<file path="src/rtl/pin_entry_auth.sv">
// PIN entry and authentication front-end for the ATM PIN stage.
// Collects BCD digits from the keypad, compares them with the card's
// reference PIN, tracks failed attempts and locks the card after too many
// consecutive failures. An idle COLLECT session aborts after a timeout.
//
// Keypad handshake: i_key_valid, i_key_clear and i_key_enter are one-cycle
// strobes. They are only acted on in COLLECT and have no backpressure.
// Priority within one cycle is clear > enter > valid. All result outputs are
// derived from registered state only (Moore). o_dbg_state exposes the FSM
// encoding for observation and checkers.
module pin_entry_auth #(
  parameter int PIN_DIGITS  = 4,
  parameter int MAX_TRIES   = 3,
  parameter int TIMEOUT_CYC = 200
) (
  input  logic                    clk,
  input  logic                    rst,
  input  logic                    i_start,
  input  logic                    i_key_valid,
  input  logic [3:0]              i_key_digit,
  input  logic                    i_key_clear,
  input  logic                    i_key_enter,
  input  logic [4*PIN_DIGITS-1:0] i_pin_ref,
  output logic                    o_pin_ok,
  output logic                    o_pin_fail,
  output logic                    o_locked,
  output logic                    o_timeout,
  output logic                    o_busy,
  output logic [2:0]              o_digit_cnt,
  output logic [2:0]              o_tries_left,
  output logic [2:0]              o_dbg_state
);

  localparam int PW = 4 * PIN_DIGITS;

  localparam logic [2:0] S_IDLE    = 3'd0;
  localparam logic [2:0] S_COLLECT = 3'd1;
  localparam logic [2:0] S_CHECK   = 3'd2;
  localparam logic [2:0] S_OK      = 3'd3;
  localparam logic [2:0] S_FAIL    = 3'd4;
  localparam logic [2:0] S_LOCKED  = 3'd5;

  localparam logic [2:0] CNT_FULL  = 3'(PIN_DIGITS);
  localparam logic [2:0] TRIES_MAX = 3'(MAX_TRIES);
  // Timer value seen in the idle cycle that pushes it to TIMEOUT_CYC-1.
  localparam logic [7:0] TMO_LAST  = 8'(TIMEOUT_CYC - 2);

  logic [2:0]    state;
  logic [PW-1:0] pin_buf;
  logic [2:0]    cnt;
  logic [7:0]    timer;
  logic [2:0]    tries;
  logic          timeout_q;
  logic          digit_legal;
  logic          pin_match;

  assign digit_legal = (i_key_digit <= 4'd9);
  assign pin_match   = (cnt == CNT_FULL) && (pin_buf == i_pin_ref);

  // Main FSM: state transitions, digit buffer, inactivity timer and tries.
  always_ff @(posedge clk) begin
    if (rst) begin
      state     <= S_IDLE;
      pin_buf   <= '0;
      cnt       <= '0;
      timer     <= '0;
      tries     <= TRIES_MAX;
      timeout_q <= 1'b0;
    end else begin
      timeout_q <= 1'b0;
      case (state)
        S_IDLE: begin
          if (i_start) begin
            state   <= S_COLLECT;
            pin_buf <= '0;
            cnt     <= '0;
            timer   <= '0;
          end
        end
        S_COLLECT: begin
          if (i_key_clear) begin
            pin_buf <= '0;
            cnt     <= '0;
            timer   <= '0;
          end else if (i_key_enter) begin
            state <= S_CHECK;
          end else if (i_key_valid) begin
            // Any key press is activity, even when the digit is discarded.
            timer <= '0;
            if (digit_legal && (cnt < CNT_FULL)) begin
              pin_buf <= {pin_buf[PW-5:0], i_key_digit};
              cnt     <= cnt + 3'd1;
            end
          end else if (timer == TMO_LAST) begin
            state     <= S_IDLE;
            timeout_q <= 1'b1;
            pin_buf   <= '0;
            cnt       <= '0;
            timer     <= '0;
          end else begin
            timer <= timer + 8'd1;
          end
        end
        S_CHECK: begin
          if (pin_match) begin
            state <= S_OK;
            tries <= TRIES_MAX;
          end else begin
            state <= S_FAIL;
            if (tries != 3'd0) tries <= tries - 3'd1;
          end
        end
        S_OK: begin
          state   <= S_IDLE;
          pin_buf <= '0;
          cnt     <= '0;
        end
        S_FAIL: begin
          state   <= (tries == 3'd0) ? S_LOCKED : S_COLLECT;
          pin_buf <= '0;
          cnt     <= '0;
          timer   <= '0;
        end
        S_LOCKED: begin
          state <= S_LOCKED;
        end
        default: begin
          state <= S_IDLE;
        end
      endcase
    end
  end

  assign o_pin_ok     = (state == S_OK);
  assign o_pin_fail   = (state == S_FAIL);
  assign o_locked     = (state == S_LOCKED);
  assign o_timeout    = timeout_q;
  assign o_busy       = (state != S_IDLE) && (state != S_LOCKED);
  assign o_digit_cnt  = cnt;
  assign o_tries_left = tries;
  assign o_dbg_state  = state;

endmodule

</file>
<file path="config.mk">
export PLATFORM = sky130hd
export DESIGN_NAME = pin_entry_auth
export DESIGN_NICKNAME = d
export VERILOG_FILES = /design/src/rtl/pin_entry_auth.sv
export SDC_FILE = /design/constraint.sdc
export NUM_CORES = 1
export LEC_CHECK = 0
export ABC_AREA = 1
export ABC_CLOCK_PERIOD_IN_PS = 2350
export CAP_MARGIN = 20
export CELL_PAD_IN_SITES_DETAIL_PLACEMENT = 1
export CELL_PAD_IN_SITES_GLOBAL_PLACEMENT = 2
export CORE_MARGIN = 2
export CORE_UTILIZATION = 29
export DETAILED_ROUTE_END_ITERATION = 6
export GPL_ROUTABILITY_DRIVEN = 0
export PLACE_DENSITY_LB_ADDON = 0.08
export SYNTH_ARGS = -nofsm -noshare
export SYNTH_HDL_FRONTEND = slang
export SYNTH_SLANG_ARGS = --single-unit
</file>
<file path="constraint.sdc">
create_clock -name clk -period 2.35 [get_ports clk]
set_input_delay 0.47 -clock clk [delete_from_list [all_inputs] [get_ports clk]]
set_output_delay 0.47 -clock clk [all_outputs]
set_load 0.01 [all_outputs]
</file>
---- Yosys cells after proc, flatten, opt, wreduce, memory -nomap -nowiden ----
Index checks and enable logic that the tools add are counted.
cells by class
  mux-type cells .......................... 30
  $add $sub $neg .......................... 3
  eq/ne operators ......................... 16
  bitwise gates (word level) .............. 1
  reduce and logical (&&, ||, !) cells .... 16
  $lt $le $gt $ge ......................... 2
operators by type and width
  cell                                                             count
  16-bit two-way mux                                               6
  16-bit one-hot mux with 3 select lines                           1
  3-bit two-way mux                                                14
  8-bit two-way mux                                                5
  8-bit one-hot mux with 3 select lines                            1
  16-bit == test                                                   1
  3-bit one-hot mux with 5 select lines                            1
  3-bit != test, second input constant                             4
  3-bit nonzero test                                               4
  3-bit == test, second input constant                             3
  3-bit one-hot mux with 3 select lines                            1
  8-bit by 1-bit adder with 8-bit output, second input constant    1
  8-bit == test, second input constant                             1
  4-bit != test, second input constant                             2
  3-bit by 2-bit == test with 1-bit output, second input constant  2
  3-bit zero test                                                  2
  5-bit AND reduction                                              1
  5-bit OR reduction                                               1
  4-bit less-or-equal comparator, second input constant            1
  2-bit != test, second input constant                             2
  4-bit AND reduction                                              1
  3-bit by 1-bit adder with 3-bit output, second input constant    1
  3-bit by 1-bit == test with 1-bit output, second input constant  1
  1-bit logical AND                                                3
  8 further kinds                                                  8
word-level totals
  output and inout port bits .............. 14
  input bits .............................. 26
  register bits after elaboration ......... 34
  logic and storage cells ................. 74

---- Logic depth before layout (Yosys ltp) ----
  depth after elaboration ................. 7
  mapped depth ............................ 12
  mapped depth without buffers ............ 12

---- Worst setup path before layout ----
OpenSTA, ideal clock, no wires.
  path kind ............................... register -> register
  from .................................... register state[2], in the netlist o_dbg_state[2]
  to ...................................... register pin_buf[0]
  arrival ................................. 1551 ps
  path slack .............................. 683 ps
  clock period less this slack ............ 1667 ps
  library setup time ...................... 116 ps
  stages on the path, launching flop included .. 11
  required time ........................... 2234 ps
  buffers on the path ..................... 1
  cell sequence ........................... dfxtp_1 inv_1 nand3_2 inv_2 nand2_4 inv_1 nor3_4 nand3_4 o21ai_4 buf_6 nor2_1
between the ends
  cells in the longest elaborated chain, start to end .. 4
  elaborated cells between the ends (all ways) .. 12
  those cells by class .................... eq/ne: 7; mux: 1; reduce/logical: 4
RTL lines
  element                                                                           line  RTL
  from (decl)                                                                       48    logic [2:0] state;
  from (signal assigned)                                                            119   state <= (tries == 3'd0) ? S_LOCKED : S_COLLECT;
  3-bit by 2-bit == test with 1-bit output / 3-bit == test (equally long branches)  71    case (state)
  2-bit OR reduction (no line)                                                      --
  3-bit nonzero test (no line)                                                      --
  5-bit AND reduction (no line)                                                     --
  to (signal assigned)                                                              91    pin_buf <= {pin_buf[PW-5:0], i_key_digit};
  to (decl)                                                                         49    logic [PW-1:0] pin_buf;
Several ways; a longest one is shown, not always the timed one.
A chain may end at the register's enable or synchronous reset.

---- Final worst setup path ----
  from .................................... register state[0], in the netlist o_dbg_state[0]
  to ...................................... output o_pin_fail
between the ends
  cells in the longest elaborated chain, start to end .. 1
RTL lines
  element        line  RTL
  3-bit == test  135   assign o_pin_fail = (state == S_FAIL);
  to (decl)      25    output logic o_pin_fail,
Every way passes these cells.

==> reports/summary.txt <==
PortBufs - 39
RSZ-0062 raised after global routing - no
TritonCTS clock tree - yes
Max Slew Vio Count - 0
Via density - 4.28
Area Growth Syn to Fin - 30.2%
1st-pass router iterations - 4
gr usage total - 15.3%
Lkg Pwr - 1.33 nW
GR Overflow Total - 0
num rows - 31
Rel. slew slack - 73.4%
final core occ - 38.5%
sequential-to-total area share from yosys stat - 32.1%
Netlist Area Pre-Place - 2120 um2
chip width - 89.6 um
DRC viols - 0
initial antenna violation count - 0
Arr. time, crit path - 1730 ps
Core ar. - 7180 um2
r2r setup slk - 470 ps
YS warnings - 0
Slew @ Worst Pin - 398 ps
via count - 2,145
Post-DP HPWL - 4530 um
post-layout min period - 2200 ps
Seq cells post-synth - 34
final clock skew - 5.38 ps
Initial Utilization - 29.6%
outcome - finished, final reports clean
layout net count - 434
Area contributors post-synth - dfxtp_1 32%, nand2_1 20%, inv_1 11%
Syn Nets - 385
Ports - 40
vias in the first global route - 2,073
VDD IR max - 0.207 mV
Fin. Hold Viols - 0
endpoints failing setup - 0
synth unique cells - 25
Power Density - 604 nW/um2
Tcrit/Tclk final - 93.4%
setup TNS - 0 ps
first-pass GRT wire length - 9520 um
clk_lat worst skew - 280 ps
total CTS buffers - 5
Worst EP required - 1880 ps
max-cap violations - 0
Crit Path Class - flip-flop to output pin
Syn Area/Cell - 6.01 um2
CTS Hold Bufs - 0
Worst Path Max Fanout - 7
Root Buffer - clkbuf_8
full die area - 8020 um2
Setup Fix Bufs, Post-CTS - 0
Worst Setup Start Kind - flip-flop
Hold WC Path Type - flip-flop to flip-flop
maximum level of the CTS H-tree - 2
antenna-violating nets left - 0
DIE HEIGHT - 89.6 um
Yosys top cell area share - 32.1%
endpoint class of the critical path - output pin
largest net degree at the start of global routing - 19
CTS Buffer Depth - 2
routed len/inst - 11.2 um
Mapped Cells - 353
First DRT Iteration DRCs - 53
Clock transition at path regs - 70 ps
Highest Clock Rate - 0.455 GHz
# diodes - 0
clock sink total - 34
PostCTS Resize Cnt - 0
routed wire length - 5610 um
top cell type by total area after synthesis - dfxtp_1
layout cell share with drive strength beyond 1 - 5.47%
-- cell usage after synthesis (all sizes together) --
master / count
nor2: 62
nand3b: 1
dfxtp: 34
a211oi: 1
ha: 6
buf: 3
o21ai: 20
nor3: 8
o211ai: 1
nand3: 13
clkbuf: 1
nand4: 8
a21oi: 13
nor3b: 1
xor2: 3
inv: 64
nand2: 114
-- final cells by class --
| cell class | count | area, um2 |
|---|---|---|
| inverters | 64 | 240 |
| well taps | 99 | 124 |
| clock buffers | 7 | 76.3 |
| multi-input cells | 251 | 1180 |
| flip-flops and latches | 34 | 681 |
| repair buffers | 46 | 468 |
| fillers | 980 | 4410 |
-- metrics by stage --
stage          worst slack (ps)  hold WS, ps  std cells  area [um2]  power, mW
2_1_floorplan               683          458        353        2120       1.06
3_3_place_gp                165          482        494        2690       1.27
3_5_place_dp                162          490        494        2690       1.28
4_1_cts                     162          502        501        2770       1.71
5_1_grt                    41.4          524        501        2770       1.82
6_report                    155          495        501        2770       1.67
-- registers in the layout (all words and copies together) (netlist names) --
register	cells
o_dbg_state	3
o_digit_cnt	3
o_tries_left	3
timer	8
pin_buf	16
o_timeout	1
-- final timing paths --
kind | to | cells after the start | start
worst max-delay path | o_pin_fail | 4 | o_dbg_state[0]
worst min-delay path | timer[0] | 2 | timer[0]
worst max register to register | pin_buf[15] | 10 | timer[0]
worst min register to register | timer[0] | 2 | timer[0]
-- power by group --
group          switching [mW]  internal, mW  leakage, nW
combinational           0.328         0.248         1.02
clock                   0.208         0.204       0.0383
sequential             0.0493         0.633        0.277
-- layer usage --
metal  global-route usage [%]  vias up  part of all wire (%)
met5                        0        -                     0
met4                     4.48        0                   1.4
met1                     21.2      944                    52
li1                         -     1169                     -
met2                     23.9       26                    44
met3                     3.32        6                   2.4
-- cell usage in the layout (no fill, tap or decap), drive strengths merged, types with 3 or more instances in the layout --
master,synthesis,layout
clkdlybuf4s50,0,39
buf,3,7
a21oi,13,13
nand4,8,8
dfxtp,34,34
clkbuf,1,7
nor3,8,8
xor2,3,3
nand3,13,13
inv,64,64
nor2,62,62
o21ai,20,20
ha,6,6
nand2,114,114
-- logic make-up after synthesis --
logic type,share of synthesized area (%)
simple gates,41.6
buf+inv,12.6
compound gates,9.02
flops,32.1
fa+ha+maj,3.54
xor+xnor,1.24
-- critical path: stages, from the launching register on --
cell	delay, ps
dfxtp_1	380
nor2_1	280
inv_1	70
nor2_1	150
clkdlybuf4s50_1	560
(Power assumes the default switching activity.)
